<file path="src/rtl/instr_loader.sv">
// UART byte-stream instruction loader: packs bytes MSB-first into words, writes them to
// instruction memory and holds the MIPS core in reset until loading ends. Optional macro: INSTR_LOADER_TIMEOUT_EN.
module instr_loader #(
    parameter int          MEM_DEPTH      = 256,
    parameter logic [31:0] HALT_WORD      = 32'h0000_0000,
    parameter int          TIMEOUT_CYCLES = 100000
) (
    input  logic        clk,
    input  logic        rst,
    input  logic        rx_done,
    input  logic [7:0]  rx_data,
    input  logic        rearm,
    output logic        wr_en,
    output logic [31:0] wr_addr,
    output logic [31:0] wr_data,
    output logic        cpu_hold,
    output logic        load_done,
    output logic [31:0] word_count,
    output logic        err_timeout
);

    typedef enum logic [1:0] {S_RECV, S_WRITE, S_DONE} state_t;

    localparam logic [31:0] LAST_ADDR = 32'(MEM_DEPTH - 1);

    state_t      state;
    logic [1:0]  byte_cnt;
    logic [23:0] shift;
    logic [31:0] assembled;
    logic        at_end;

`ifdef INSTR_LOADER_TIMEOUT_EN
    localparam logic [31:0] GAP_LIMIT = 32'(TIMEOUT_CYCLES - 1);
    logic [31:0] gap_cnt;
`else
    assign err_timeout = 1'b0;
`endif

    // Only the three most recent bytes need keeping; the fourth arrives on rx_data.
    assign assembled = {shift, rx_data};
    assign at_end    = (wr_data == HALT_WORD) || (wr_addr == LAST_ADDR);

    always_ff @(posedge clk) begin
        if (!rst) begin
            state      <= S_RECV;
            byte_cnt   <= 2'd0;
            shift      <= 24'd0;
            wr_en      <= 1'b0;
            wr_addr    <= 32'd0;
            wr_data    <= 32'd0;
            cpu_hold   <= 1'b1;
            load_done  <= 1'b0;
            word_count <= 32'd0;
`ifdef INSTR_LOADER_TIMEOUT_EN
            gap_cnt     <= 32'd0;
            err_timeout <= 1'b0;
`endif
        end else begin
            wr_en <= 1'b0;
            case (state)
                S_RECV: begin
                    if (rx_done) begin
                        shift    <= assembled[23:0];
                        byte_cnt <= byte_cnt + 2'd1;
                        if (byte_cnt == 2'd3) begin
                            wr_data <= assembled;
                            wr_en   <= 1'b1;
                            state   <= S_WRITE;
                        end
                    end
`ifdef INSTR_LOADER_TIMEOUT_EN
                    else if (byte_cnt != 2'd0) begin
                        if (gap_cnt == GAP_LIMIT) begin
                            byte_cnt    <= 2'd0;
                            shift       <= 24'd0;
                            err_timeout <= 1'b1;
                            gap_cnt     <= 32'd0;
                        end else begin
                            gap_cnt <= gap_cnt + 32'd1;
                        end
                    end
`endif
                end
                S_WRITE: begin
                    // A byte landing during the write cycle starts the next word.
                    if (rx_done) begin
                        shift    <= assembled[23:0];
                        byte_cnt <= byte_cnt + 2'd1;
                    end
                    word_count <= word_count + 32'd1;
                    if (at_end) begin
                        state     <= S_DONE;
                        cpu_hold  <= 1'b0;
                        load_done <= 1'b1;
                    end else begin
                        wr_addr <= wr_addr + 32'd1;
                        state   <= S_RECV;
                    end
                end
                S_DONE: begin
                    if (rearm) begin
                        wr_addr    <= 32'd0;
                        word_count <= 32'd0;
                        byte_cnt   <= 2'd0;
                        cpu_hold   <= 1'b1;
                        load_done  <= 1'b0;
                        state      <= S_RECV;
`ifdef INSTR_LOADER_TIMEOUT_EN
                        err_timeout <= 1'b0;
`endif
                    end
                end
                default: state <= S_RECV;
            endcase
`ifdef INSTR_LOADER_TIMEOUT_EN
            if (rx_done) begin
                gap_cnt <= 32'd0;
            end
`endif
        end
    end

endmodule

</file>
<file path="config.mk">
export PLATFORM = sky130hd
export DESIGN_NAME = instr_loader
export DESIGN_NICKNAME = d
export VERILOG_FILES = /design/src/rtl/instr_loader.sv
export SDC_FILE = /design/constraint.sdc
export NUM_CORES = 1
export LEC_CHECK = 0
export BUFFER_PORTS_ARGS = -buffer_cell sky130_fd_sc_hd__buf_4
export CORE_AREA = 2 2 90 178
export CTS_CLUSTER_SIZE = 14
export DETAILED_ROUTE_END_ITERATION = 8
export DIE_AREA = 0 0 92 180
export MAX_ROUTING_LAYER = met4
export PLACE_DENSITY_LB_ADDON = 0.08
export SETUP_SLACK_MARGIN = 0.5
export SYNTH_ARGS = -nofsm -noshare
export SYNTH_HDL_FRONTEND = slang
export SYNTH_SLANG_ARGS = --single-unit
</file>
<file path="constraint.sdc">
create_clock -name clk -period 6.2 [get_ports clk]
set_input_delay 0.93 -clock clk [delete_from_list [all_inputs] [get_ports clk]]
set_output_delay 0.93 -clock clk [all_outputs]
set_load 0.02 [all_outputs]
</file>
==> flow_metrics.py <==
metrics = {
    "worst_setup_path": {
        "r2r_slack_ns": 3.53,
        "worstPathMaxFanout": 23,
        "crit_slowest_cell": "nand2_1",
        "cp_cell_sequence": "buf_4, nand3b_1, nand2_1, buf_4, or4_1, nand2_1",
        "crit_path_max_incr_delay_ns": 0.68,
        "path_class": "input port to flop",
        "required_ns": 6.55,
        "critPathLaunchType": "input port",
        "arrival_ns": 3.21,
        "end_kind": "flop",
        "critical_path_buf_inv_count": 2,
        "cp_top_family": "simple AND/OR/NAND/NOR gates",
    },
    "placed_design": {
        "gp_congestion": 0.829,
        "placed_cell_area_um2": 6460,
        "numPortBuffers": 110,
        "place_ws_ns": 2.91,
        "numPlacedInstances": 959,
        "place_hpwl_mm": 11.4,
    },
    "grt": {
        "grt_start_max_net_pins": 70,
        "grt-ovfl-total": 0,
        "grt_pass1_vias": 5176,
        "antenna_found_initial": 0,
        "grt_pass1_wl_mm": 26.4,
        "grt_use_total_pct": 20.4,
    },
    "cells_and_area": {
        "regArea_um2": 2540,
        "final_cell_count_no_fill": 991,
        "n_antenna_cell": 0,
        "stdcell_area_um2": 7090,
        "multi_input_area_um2": 2760,
        "fillers": 1574,
        "drive_above_1_share_pct": 21.1,
        "final_util_pct": 46.6,
        "nets": 795,
        "syn_to_final_growth_pct": 29.0,
    },
    "clocking": {
        "cts_setup_buffers": 0,
        "clock_sinks": 127,
        "numCtsBuffers": 17,
        "htreeDepth": 4,
        "clk_path_buf_depth": 2,
        "postCtsResizedCells": 0,
        "cts-root-buf": "clkbuf_16",
        "cts_hold_buffers": 0,
        "insertion_delay_ns": 0.41,
        "cts_tree": "yes",
        "clkTransAtPathRegs_ns": 0.06,
    },
    "power": {
        "power_frac_clock_pct": 54.4,
        "powerDensity_nw_per_um2": 273,
        "irDropWorstVdd_mv": 0.190,
        "pwr-share-comb_pct": 2.8,
        "total_switching_power_mw": 0.425,
        "leakage_nw": 2.74,
        "power.internal_mw": 1.51,
        "report.power.total_mw": 1.94,
        "pwr-share-seq_pct": 42.8,
        "swShare_pct": 21.9,
    },
    "synthesis": {
        "synth_cell_type_count": 48,
        "synth-xor-area-share_pct": 3.19,
        "synth-seq-cells": 127,
        "synthesis.area_um2": 5490,
        "synthTopCellsByCount": "nand2_1 (156), dfxtp_1 (127), a21oi_1 (77)",
        "synthSimpleGateAreaFrac_pct": 31.4,
        "synth_mux_area_share_pct": 0.729,
        "synth_area_leader_cell": "dfxtp_1",
        "synth_top_family_by_area": "simple AND/OR/NAND/NOR gates",
        "async_flop_share_pct": 0,
        "synth_edf_count": 0,
        "yosysTopAreaCellShare_pct": 46.3,
        "syn_inst": 687,
        "ys_warn_count": 0,
        "synth_area_leaders": "dfxtp_1 (46%), nand2_1 (11%), a21oi_1 (7.0%)",
        "synth_fp_nets": 702,
        "ys_seq_area_share_pct": 46.3,
        "synthAdderAreaFrac_pct": 0.684,
        "synthFlopType": "dfxtp_1",
        "synth_compound_area_share_pct": 14.1,
        "synth.most_common_cell": "nand2_1",
        "postSynthAreaPerCell_um2": 7.99,
    },
    "sta": {
        "hold_viol": 0,
        "worst_pin_slew_ns": 1.10,
        "period_minus_slack_ns": 2.86,
        "rsz0062_at_grt": "no",
        "skew_ns": 0.00889,
        "holdWs_ns": 0.458,
        "setup_viol": 0,
        "fmax_ghz": 0.350,
        "layout_setup_ws_ns": 3.34,
        "slew_headroom_pct": 26.6,
        "post-route-period-util_pct": 46.1,
        "finalSetupTns_ns": 0,
        "drv_slew": 0,
    },
    "routing": {
        "wire_per_inst_um": 16.1,
        "drc": 0,
        "drt_iter0_markers": 263,
        "wl_mm": 16.0,
        "post_drt_via_cell_ratio": 5.29,
        "firstDrtPassIters": 4,
        "vias": 5239,
        "ant_nets": 0,
    },
    "die": {
        "core_area_um2": 15200,
        "die_x_um": 92,
        "die_h_um": 180,
        "dieArea_um2": 16600,
        "row_count": 64,
        "io_pins": 112,
        "initial_utilization_pct": 36.1,
    },
    "job": {
        "cap_violations": 0,
    },
    "min_path": {
        "hold_path_class": "flop to flop",
    },
    "run_status": {
        "run_status": "complete, no violations",
    },
}
[layer usage]
metal | wire length (um) | track usage [%] | part of all wire (%) | vias to the layer above
met3 | 558 | 3.44 | 3.5 | 22
met1 | 6120 | 21.4 | 38 | 2496
met5 | 0 | - | 0 | -
met4 | 323 | 7.94 | 2.0 | 0
met2 | 8990 | 37.2 | 56 | 110
li1 | - | - | - | 2611
[power by group through the flow]
stage / combinational (mW) / sequential (mW) / clock, mW
floorplan: 0.0362 / 0.846 / 0
global placement: 0.0545 / 0.847 / 0
global route: 0.0616 / 0.830 / 1.11
CTS: 0.0552 / 0.829 / 1.08
detailed placement: 0.0551 / 0.847 / 0
finish: 0.0547 / 0.829 / 1.05
[cell usage in the layout, fill, tap and decap left out, types with 7 or more instances in the layout]
cell type / instances
clkbuf_16: 17
nor3_1: 12
a41o_1: 7
nand3_1: 30
o31ai_1: 11
buf_4: 118
dfxtp_1: 127
a21oi_1: 77
nand4_1: 22
a31oi_1: 8
nand2b_1: 7
and3_1: 12
xnor2_1: 14
nand2_1: 156
o21ai_0: 7
nor4_1: 17
nor2_1: 50
and4_1: 8
[worst paths after layout]
path / start / endpoint / depth (start not counted)
setup / recovery: rearm / wr_addr[30] / 6
hold / removal: shift[21] / shift[21] / 2
setup reg to reg: state[0] / wr_addr[30] / 5
hold reg to reg: shift[21] / shift[21] / 2
[sequential cells by signal, summed over array words and instances (netlist names)]
name / flops
wr_en: 1
wr_data: 32
shift: 24
byte_cnt: 2
state: 2
wr_addr: 32
load_done: 1
word_count: 32
cpu_hold: 1
[logic make-up (layout without fill, tap and decap cells)]
group / Yosys count / in the layout
muxes: 4 / 4
adders and majority gates: 3 / 3
and+or+nand+nor: 353 / 353
AOI/OAI and AO/OA: 129 / 129
xor gates and xnor gates: 20 / 20
buffers and inverters: 50 / 156
other: 1 / 1
DFF: 127 / 127
[layout make-up]
cell class | instances | share of cell area [%]
Clock buffer | 19 | 6.11
Clock inverter | 13 | 2.68
Inverter | 6 | 0.318
Multi-Input combinational cell | 510 | 39.0
Sequential cell | 127 | 35.9
Tap cell | 198 | 3.50
Timing Repair Buffer | 118 | 12.5
[tightest hold or removal path, cell delays in order (launching register included)]
cell and delay [ns]:
dfxtp_1 0.31, nand2_1 0.05, a21oi_1 0.05
Note: power is estimated with default switching activity, not from simulation.
